**src/rtl/elevator_car_ctrl_if.sv**
```systemverilog
// Dispatcher <-> car controller signal bundle.
// The dispatcher side is the master; the car controller is the slave.
interface elevator_car_ctrl_if;
  logic [13:0] hallButton;
  logic [6:0]  carButtonPress;
  logic [2:0]  currentFloor;
  logic [1:0]  direction;
  logic        doorOpen;
  logic [6:0]  carButton;
  logic [13:0] servedHall;

  modport master (
    output hallButton, carButtonPress,
    input  currentFloor, direction, doorOpen, carButton, servedHall
  );

  modport slave (
    input  hallButton, carButtonPress,
    output currentFloor, direction, doorOpen, carButton, servedHall
  );
endinterface

```
**src/rtl/elevator_car_ctrl.sv**
```systemverilog
// Per-car motion/door controller for a 7-floor elevator.
// Moves floor by floor, opens the door at serviced floors, latches in-car
// requests and pulses servedHall to clear hall calls at the dispatcher.
module elevator_car_ctrl #(
  parameter int unsigned FLOOR_TICKS = 100,
  parameter int unsigned DOOR_TICKS  = 50
) (
  input  logic               clk,
  input  logic               reset,
  elevator_car_ctrl_if.slave bus
);
  localparam int unsigned   TMAX       = (FLOOR_TICKS > DOOR_TICKS) ? FLOOR_TICKS : DOOR_TICKS;
  localparam int unsigned   TW         = $clog2(TMAX);
  localparam logic [TW-1:0] FLOOR_LOAD = TW'(FLOOR_TICKS - 1);
  localparam logic [TW-1:0] DOOR_LOAD  = TW'(DOOR_TICKS - 1);

  typedef enum logic [1:0] {IDLE, MOVING, DOOR_OPEN} state_e;
  typedef enum logic [1:0] {DIR_STOP = 2'b00, DIR_UP = 2'b10, DIR_DOWN = 2'b01} dir_e;

  state_e        state_q;
  dir_e          dir_q;
  dir_e          last_dir_q;
  logic [2:0]    floor_q;
  logic          door_q;
  logic [6:0]    car_q;
  logic [13:0]   served_q;
  logic [TW-1:0] timer_q;
  logic [1:0]    keep_q;     // hall bits {UP,DOWN} this stop is serving

  logic [2:0]    cur_idx;
  logic [13:0]   cur_pair;
  logic [13:0]   hall_eff;
  logic [6:0]    car_eff;
  logic [6:0]    req_vec;
  logic          req_above;
  logic          req_below;
  dir_e          idle_dir;
  logic          going_up;
  logic [2:0]    floor_d;
  logic [2:0]    nxt_idx;
  logic [1:0]    hall_nxt;
  logic [1:0]    hall_cur;
  logic          beyond_nxt;
  logic          stop_nxt;
  logic [1:0]    keep_nxt;

  // Request view for the current floor and the stop decision for the next floor.
  always_comb begin
    cur_idx  = floor_q - 3'd1;
    cur_pair = 14'h3 << {cur_idx, 1'b0};
    // Hall bits at our floor still read set while the dispatcher is clearing them.
    hall_eff = (served_q != '0) ? (bus.hallButton & ~cur_pair) : bus.hallButton;
    car_eff  = car_q | bus.carButtonPress;
    req_vec  = '0;
    for (int unsigned i = 0; i < 7; i++) begin
      req_vec[i] = car_eff[i] | hall_eff[2*i] | hall_eff[2*i+1];
    end
    req_above = |(req_vec & (7'h7F << (cur_idx + 3'd1)));
    req_below = |(req_vec & ~(7'h7F << cur_idx));
    if (req_above && req_below) idle_dir = last_dir_q;
    else if (req_above)         idle_dir = DIR_UP;
    else                        idle_dir = DIR_DOWN;

    going_up = (dir_q == DIR_UP);
    if (going_up) floor_d = (floor_q == 3'd7) ? 3'd7 : floor_q + 3'd1;
    else          floor_d = (floor_q == 3'd1) ? 3'd1 : floor_q - 3'd1;
    nxt_idx    = floor_d - 3'd1;
    hall_nxt   = hall_eff[{nxt_idx, 1'b0} +: 2];
    hall_cur   = hall_eff[{cur_idx, 1'b0} +: 2];
    beyond_nxt = going_up ? |(req_vec & (7'h7F << (nxt_idx + 3'd1)))
                          : |(req_vec & ~(7'h7F << nxt_idx));
    stop_nxt   = car_eff[nxt_idx]
               | (going_up ? hall_nxt[1] : hall_nxt[0])
               | (!beyond_nxt & req_vec[nxt_idx])
               | (going_up ? (floor_d == 3'd7) : (floor_d == 3'd1));
    keep_nxt   = (going_up ? 2'b10 : 2'b01) | (beyond_nxt ? 2'b00 : 2'b11);
  end

  // Car FSM with registered outputs.
  always_ff @(posedge clk) begin
    if (reset) begin
      state_q    <= IDLE;
      dir_q      <= DIR_STOP;
      last_dir_q <= DIR_UP;
      floor_q    <= 3'd1;
      door_q     <= 1'b0;
      car_q      <= '0;
      served_q   <= '0;
      timer_q    <= '0;
      keep_q     <= '0;
    end else begin
      served_q <= '0;
      case (state_q)
        IDLE: begin
          car_q <= car_eff;
          if (req_vec[cur_idx]) begin
            state_q  <= DOOR_OPEN;
            door_q   <= 1'b1;
            timer_q  <= DOOR_LOAD;
            car_q    <= car_eff & ~(7'd1 << cur_idx);
            served_q <= cur_pair;
            keep_q   <= 2'b11;
          end else if (req_above || req_below) begin
            state_q    <= MOVING;
            timer_q    <= FLOOR_LOAD;
            dir_q      <= idle_dir;
            last_dir_q <= idle_dir;
          end
        end
        MOVING: begin
          car_q <= car_eff;
          if (timer_q != '0) begin
            timer_q <= timer_q - TW'(1);
          end else begin
            floor_q <= floor_d;
            if (stop_nxt) begin
              state_q  <= DOOR_OPEN;
              door_q   <= 1'b1;
              timer_q  <= DOOR_LOAD;
              car_q    <= car_eff & ~(7'd1 << nxt_idx);
              keep_q   <= keep_nxt;
              served_q <= {12'd0, keep_nxt & hall_nxt} << {nxt_idx, 1'b0};
              if (!beyond_nxt) last_dir_q <= going_up ? DIR_DOWN : DIR_UP;
            end else begin
              timer_q <= FLOOR_LOAD;
            end
          end
        end
        DOOR_OPEN: begin
          car_q <= car_eff & ~(7'd1 << cur_idx);
          if ((|(hall_cur & keep_q)) || bus.carButtonPress[cur_idx]) begin
            timer_q  <= DOOR_LOAD;
            served_q <= {12'd0, hall_cur & keep_q} << {cur_idx, 1'b0};
          end else if (timer_q == '0) begin
            state_q <= IDLE;
            door_q  <= 1'b0;
            dir_q   <= DIR_STOP;
          end else begin
            timer_q <= timer_q - TW'(1);
          end
        end
        default: state_q <= IDLE;
      endcase
    end
  end

  assign bus.currentFloor = floor_q;
  assign bus.direction    = dir_q;
  assign bus.doorOpen     = door_q;
  assign bus.carButton    = car_q;
  assign bus.servedHall   = served_q;
endmodule

```
**src/flat_wrapper.sv**
```systemverilog
// flat-port wrapper written by rule: the top's interface ports become plain ports
module elevator_car_ctrl_flat 
#(
  parameter int unsigned FLOOR_TICKS = 100,
  parameter int unsigned DOOR_TICKS  = 50
)
  (clk, reset, bus_hallButton, bus_carButtonPress, bus_currentFloor, bus_direction, bus_doorOpen, bus_carButton, bus_servedHall);
  elevator_car_ctrl_if bus_i ();
  input  logic clk;
  input  logic reset;
  input wire logic [$bits(bus_i.hallButton)-1:0] bus_hallButton;
  input wire logic [$bits(bus_i.carButtonPress)-1:0] bus_carButtonPress;
  output wire logic [$bits(bus_i.currentFloor)-1:0] bus_currentFloor;
  output wire logic [$bits(bus_i.direction)-1:0] bus_direction;
  output wire logic [$bits(bus_i.doorOpen)-1:0] bus_doorOpen;
  output wire logic [$bits(bus_i.carButton)-1:0] bus_carButton;
  output wire logic [$bits(bus_i.servedHall)-1:0] bus_servedHall;
  assign bus_i.hallButton = bus_hallButton;
  assign bus_i.carButtonPress = bus_carButtonPress;
  assign bus_currentFloor = bus_i.currentFloor;
  assign bus_direction = bus_i.direction;
  assign bus_doorOpen = bus_i.doorOpen;
  assign bus_carButton = bus_i.carButton;
  assign bus_servedHall = bus_i.servedHall;
  elevator_car_ctrl #(.FLOOR_TICKS(FLOOR_TICKS), .DOOR_TICKS(DOOR_TICKS)) u_core (.clk(clk), .reset(reset), .bus(bus_i));
endmodule
```
**config.mk**
```make
export PLATFORM = sky130hd
export DESIGN_NAME = elevator_car_ctrl_flat
export DESIGN_NICKNAME = d
export VERILOG_FILES = /design/src/rtl/elevator_car_ctrl_if.sv /design/src/rtl/elevator_car_ctrl.sv /design/src/flat_wrapper.sv
export SDC_FILE = /design/constraint.sdc
export NUM_CORES = 1
export LEC_CHECK = 0
export CORE_ASPECT_RATIO = 0.5
export CORE_UTILIZATION = 45
export DETAILED_ROUTE_END_ITERATION = 6
export PLACE_DENSITY = 0.73
export SLEW_MARGIN = 20
export SYNTH_ARGS = -nofsm -noshare
export SYNTH_HDL_FRONTEND = slang
export SYNTH_SLANG_ARGS = --single-unit
```
**constraint.sdc**
```tcl
create_clock -name clk -period 5 [get_ports clk]
set_input_delay 1 -clock clk [delete_from_list [all_inputs] [get_ports clk]]
set_output_delay 1 -clock clk [all_outputs]
set_load 0.02 [all_outputs]
```
=== Word level (Yosys, flattened, before mapping) ===
Cells that the tools add are included.

* Eq/ne operators: 17
* Add/subtract/negate cells: 6
* Shift-type cells: 11
* Magnitude comparators: 2
* Bitwise gates (word level): 35
* Multipliers: 0
* Multiplexer cells: 60
* Div/mod/pow operators: 0
* Reduce and logical (&&, ||, !) cells: 23

{| class="wikitable"
|+ Operators by type and width
! cell !! count
|-
| two-way mux 14 bit || 5
|-
| two-way mux 7 bit || 9
|-
| AND 7 bit || 6
|-
| case mux 14 bit (3 select lines) || 1
|-
| case mux 7 bit (3 select lines) || 2
|-
| two-way mux 2 bit || 19
|-
| NOT 7 bit || 4
|-
| OR reduction 7 bit || 4
|-
| variable part select 14 x 5 -> 2 bit || 2
|-
| left shift 2 x 4 -> 14 bit || 2
|-
| left shift 7 x 3 -> 7 bit (first input constant) || 4
|-
| bitwise OR 1 bit || 17
|-
| AND 14 bit || 1
|-
| NOT 14 bit || 1
|-
| nonzero test 14 bit || 1
|-
| left shift 1 x 3 -> 7 bit (first input constant) || 2
|-
| left shift 2 x 4 -> 14 bit (first input constant) || 1
|-
| binary-select mux 1 bit (select 3 bit) || 4
|-
| two-way mux 1 bit || 12
|-
| case mux 2 bit (2 select lines) || 3
|-
| AND reduction 6 bit || 2
|-
| AND reduction 5 bit || 2
|-
| adder 3 x 1 -> 3 bit (second input constant) || 3
|-
| two-way mux 3 bit || 3
|-
| other kinds (30) || 44
|}

* Output and inout bits: 27
* Memories: 0
* Word-level logic and storage cells: 163
* Bits in read-only memories: 0
* Memory bits (writable): 0
* Latch bits: 0
* Register bits after elaboration: 40
* Bits of input ports: 23

=== Depth between registers and ports, before layout ===
* Word-level depth: 17
* Depth in mapped cells: 21
* Depth with buffers taken out: 16

=== Worst setup path after synthesis ===
No wires, ideal clock.

* Kind: reg-to-reg
* Start point: reg u_core.floor_q[0] (netlist: u_core.bus.currentFloor[0])
* End point: reg u_core.door_q (netlist: u_core.bus.doorOpen)
* Required time: 4.877 ns
* Cell stages (with the launch flop): 18
* Setup slack: 0.455 ns
* Clock period less this slack: 4.545 ns
* Path buffers: 4
* Library setup time: 0.123 ns
* Arrival time: 4.422 ns
* Cell sequence: dfxtp_1 -> buf_2 -> inv_1 -> ha_1 -> clkbuf_1 -> clkbuf_1 -> a21oi_1 -> ha_1 -> clkinv_1 -> a2111oi_2 -> and3b_1 -> nor4_2 -> a32oi_1 -> and3_1 -> clkbuf_1 -> o31ai_1 -> a21oi_1 -> mux2_1

* Elaborated cells between the ends (all ways): 61
* Classes of those cells: 4 x add/sub; 7 x eq/ne; 5 x shift; 15 x mux; 24 x bitwise; 6 x reduce/logical

{| class="wikitable"
|+ RTL lines
! what !! RTL line !! source
|-
| start, declared || elevator_car_ctrl.sv:23 || <nowiki>logic [2:0] floor_q;</nowiki>
|-
| start signal, assigned || elevator_car_ctrl.sv:115 || <nowiki>floor_q <= floor_d;</nowiki>
|-
| subtractor 3 x 1 -> 3 bit, or another cell as far along || elevator_car_ctrl.sv:66 || <nowiki>else floor_d = (floor_q == 3'd1) ? 3'd1 : floor_q - 3'd1;</nowiki>
|-
| two-way mux 3 bit, on equally long branches || elevator_car_ctrl.sv:66, elevator_car_ctrl.sv:65 ||
|-
| two-way mux 3 bit (*) || elevator_car_ctrl.sv:65 || <nowiki>if (going_up) floor_d = (floor_q == 3'd7) ? 3'd7 : floor_q + 3'd1;</nowiki>
|-
| net u_core.floor_d[1] || elevator_car_ctrl.sv:39 || <nowiki>logic [2:0] floor_d;</nowiki>
|-
| subtractor 3 x 1 -> 3 bit || elevator_car_ctrl.sv:67 || <nowiki>nxt_idx = floor_d - 3'd1;</nowiki>
|-
| adder 3 x 1 -> 3 bit or left shift 7 x 3 -> 7 bit (tied branches) || elevator_car_ctrl.sv:70, elevator_car_ctrl.sv:71 ||
|-
| left shift 7 x 3 -> 7 bit or NOT 7 bit (tied branches) || elevator_car_ctrl.sv:70, elevator_car_ctrl.sv:71 ||
|-
| AND 7 bit, on equally long branches || elevator_car_ctrl.sv:70, elevator_car_ctrl.sv:71 ||
|-
| OR reduction 7 bit, on equally long branches || elevator_car_ctrl.sv:70, elevator_car_ctrl.sv:71 ||
|-
| two-way mux 1 bit || elevator_car_ctrl.sv:70 || <nowiki>beyond_nxt = going_up ? |(req_vec & (7'h7F << (nxt_idx + 3'd1)))</nowiki>
|-
| logical NOT 1 bit || elevator_car_ctrl.sv:74 || <nowiki>| (!beyond_nxt & req_vec[nxt_idx])</nowiki>
|-
| AND 1 bit || elevator_car_ctrl.sv:74 ||
|-
| bitwise OR 1 bit || elevator_car_ctrl.sv:74 ||
|-
| bitwise OR 1 bit (*) || elevator_car_ctrl.sv:75 || <nowiki>| (going_up ? (floor_d == 3'd7) : (floor_d == 3'd1));</nowiki>
|-
| != test 2 x 1 -> 1 bit (no line) (*) || -- ||
|-
| AND reduction 6 bit (no line) (*) || -- ||
|-
| end signal, assigned || elevator_car_ctrl.sv:86 || <nowiki>door_q <= 1'b0;</nowiki>
|-
| end signal, assigned || elevator_car_ctrl.sv:98 || <nowiki>door_q <= 1'b1;</nowiki>
|-
| end signal, assigned || elevator_car_ctrl.sv:118 || <nowiki>door_q <= 1'b1;</nowiki>
|-
| end, declared || elevator_car_ctrl.sv:24 || <nowiki>logic door_q;</nowiki>
|}

Mark *: on every way through the listed nets, which the timed path passes. The rest lies on a longest branch. The select of a mux whose other input is x is not followed.
A chain may end at the register's enable or synchronous reset.

=== Worst setup path after layout ===
* Start point: reg u_core.floor_q[0] (netlist: u_core.bus.currentFloor[0])
* End point: reg u_core.door_q (netlist: u_core.bus.doorOpen)

* Longest elaborated chain between the ends: 16
* Elaborated cells between the ends (all ways): 61
* Classes of those cells: 4 x add/sub; 7 x eq/ne; 5 x shift; 15 x mux; 24 x bitwise; 6 x reduce/logical

{| class="wikitable"
|+ Ends and longest elaborated chain
! what
|-
| parallel branches: the longest is 15 deep, another holds subtractor 3 x 1 -> 3 bit
|-
| AND reduction 6 bit (no line) (*)
|}

Mark *: on every way between the ends. The select of a mux whose other input is x is not followed.

==> impl_metrics.tcl <==
set metrics [dict create \
    ir_drop_mv 0.240 \
    synth.most_common_cell "nor2_1" \
    worstSetupPathType "flip-flop to flip-flop" \
    fin_tns_setup_ns 0 \
    ios 50 \
    yosysTopAreaCellShare 0.200 \
    die_w_um 135 \
    p_per_area_mw_per_mm2 523 \
    slew_headroom 0.483 \
    end_kind "flip-flop" \
    clock_latency_ns 0.29 \
    critPathMaxFanout 12 \
    fin_crit_ns 4.53 \
    slew_viol_final 0 \
    clock_sinks 40 \
    grt_pass1_vias 4203 \
    clk_pin_slew_ns 0.06 \
    coreArea_mm2 0.00829 \
    synthTopCellsByCount "57 x nor2_1, 40 x dfxtp_1, 40 x nand2_1" \
    setup_viol 0 \
    final_hold_viol_count 0 \
    synthesis.nets 577 \
    numPortBuffers 49 \
    yosys.area.top_type "dfxtp_1" \
    async_flop_share 0 \
    antenna_left 0 \
    fmax_mhz 221 \
    place.gp.congestion 1.02 \
    worstPathRequired_ns 5.18 \
    synth_flop_cell "dfxtp_1" \
    maxCapViolCount 0 \
    drc 0 \
    startpoint_type "flip-flop" \
    status "finished, final reports clean" \
    start_util 0.482 \
    cts-root-buf "clkbuf_16" \
    grt_max_degree 27 \
    dp_hpwl_mm 11.7 \
    synth_area_leaders "dfxtp_1 20%, ha_1 7.8%, nor2_1 5.4%" \
    hold_class "flip-flop to flip-flop" \
    cts_setup_buffers 0 \
    overflow 0 \
    place_inst 679 \
    wl_per_cell_um 22.0 \
    fin_nets 622 \
    synth_edf_count 0 \
    synthCells 529 \
    drtIter0Drc 671 \
    hold_buffers 0 \
    vias_per_cell 6.68 \
    r2r_cells 14 \
    finClkSkew_ns 0.00911 \
    leakage_nw 1.90 \
    clock_path_buffers 2 \
    routed_wl_mm 15.1 \
    fin_crit_sh 0.905 \
    drive_gt1_frac 0.0939 \
    die_area_mm2 0.00928 \
    syn_to_final_growth_pct 19.4 \
    cp_data_arrival_time_ns 4.71 \
    n_antenna_cell 0 \
    ys_types 78 \
    rows 23 \
    yosysWarnings 0 \
    cts_buffers 5 \
    grt_pass1_wl_mm 23.3 \
    grt_use_total 0.339 \
    grt_setup_unrepaired "false" \
    cts_tree "yes" \
    fp.dieH_um 68.6 \
    firstDrtPassIters 7 \
    synth-seq-cells 40 \
    tightest_slew_ns 0.775 \
    vias 4589 \
    cts.repair.resized 0 \
    syn_area_per_cell_um2 7.55 \
    syn-cell-area_mm2 0.00400 \
    ys_seq_area_frac 0.200 \
    final_cells 687 \
    hold_depth 2 \
    p_total_mw 2.49 \
    cts_max_level 2 \
    antenna_found_initial 1 \
]
## state kept, by name, summed over array words and instances (netlist names)
register and cells:
u_core.last_dir_q 2, u_core.state_q 2, u_core.bus.carButton 7, u_core.bus.doorOpen 1
u_core.timer_q 7, u_core.bus.servedHall 14, u_core.keep_q 2, u_core.bus.currentFloor 3
u_core.bus.direction 2
## final timing paths
| check | from | end | slack, ns |
|---|---|---|---|
| min | u_core.last_dir_q[0] | u_core.last_dir_q[0] | 0.50 |
| max | u_core.bus.currentFloor[0] | u_core.bus.doorOpen | 0.47 |
| min reg2reg | u_core.last_dir_q[0] | u_core.last_dir_q[0] | 0.50 |
| max reg2reg | u_core.bus.currentFloor[0] | u_core.bus.doorOpen | 0.47 |
## per-layer routing
layer,vias to the layer above,share of wire,global-route usage,routed length (µm)
met5,-,0.00086,0,13
met4,2,0.016,0.0815,248
met3,39,0.12,0.0914,1860
met2,289,0.41,0.524,6240
met1,2153,0.45,0.469,6760
li1,2106,-,-,-
## power breakdown
part | leakage, nW | internal (mW) | switching [mW]
registers | 0.328 | 0.389 | 0.0740
clock network | 0.0736 | 0.184 | 0.140
logic | 1.50 | 0.624 | 1.08
## cell usage in the layout (no fill, tap or decap), types with 4 or more instances in the layout
master	synthesis	final
a211o_1	6	6
a211oi_1	4	4
a21oi_1	38	38
a222oi_1	4	4
a22oi_1	5	5
a31oi_1	12	12
a32oi_1	5	5
a41o_1	5	5
a41oi_1	6	6
and2_1	5	5
and3_1	9	9
buf_4	2	17
clkbuf_16	0	5
clkdlybuf4s50_1	0	49
clkinv_1	5	5
dfxtp_1	40	40
ha_1	25	25
inv_1	26	26
mux2i_1	6	6
mux4_2	5	5
nand2_1	40	40
nand2b_1	5	5
nand3_1	13	13
nand4_1	14	14
nor2_1	57	57
nor2b_1	14	14
nor3_1	14	14
nor4_1	8	8
o211a_1	4	4
o21a_1	10	10
o21ai_0	22	22
o21ai_1	16	16
o221a_2	4	4
o22ai_1	6	6
o31ai_1	5	5
or2_2	4	4
## per-stage QoR
| step | util | hold WS, ns | setup slack (ns) | instance area [µm²] |
|---|---|---|---|---|
| after floorplan | - | 0.458 | 0.455 | 4000 |
| after global placement | 0.558 | 0.479 | 0.669 | 4630 |
| after detailed placement | 0.558 | 0.489 | 0.592 | 4630 |
| after CTS | 0.576 | 0.499 | 0.560 | 4770 |
| after global routing | 0.576 | 0.519 | 0.244 | 4770 |
| final | 0.576 | 0.502 | 0.475 | 4770 |
## cell type report
cell class                      count  area (µm²)
Fill cell                         799        3520
Multi-Input combinational cell    430        2950
Tap cell                          112         140
Clock buffer                        5         125
Sequential cell                    40         801
Inverter                           31         116
Clock inverter                      3        18.8
Timing Repair Buffer               66         618
## cell families after synthesis
logic type | Yosys count | synth area share
AND/OR/NAND/NOR | 206 | 0.277
AO/OA/AOI/OAI | 184 | 0.330
buffers and inverters | 59 | 0.0604
flip-flops | 40 | 0.200
adder cells (fa/ha/maj) | 25 | 0.0783
multiplexers | 14 | 0.0517
XOR/XNOR | 1 | 0.00219
## critical path, cell delays in order, from the launching register on
cell and delay, ns:
dfxtp_1 0.37, inv_1 0.29, ha_1 0.25, inv_1 0.07
ha_1 0.41, nand2b_1 0.33, a41oi_1 0.54, o21ai_1 0.28
mux4_2 0.56, o22ai_1 0.31, buf_4 0.20, and2_1 0.26
a211o_1 0.14, a21oi_1 0.05, mux2_1 0.33
No activity file was read; power rests on OpenSTA's default activity.
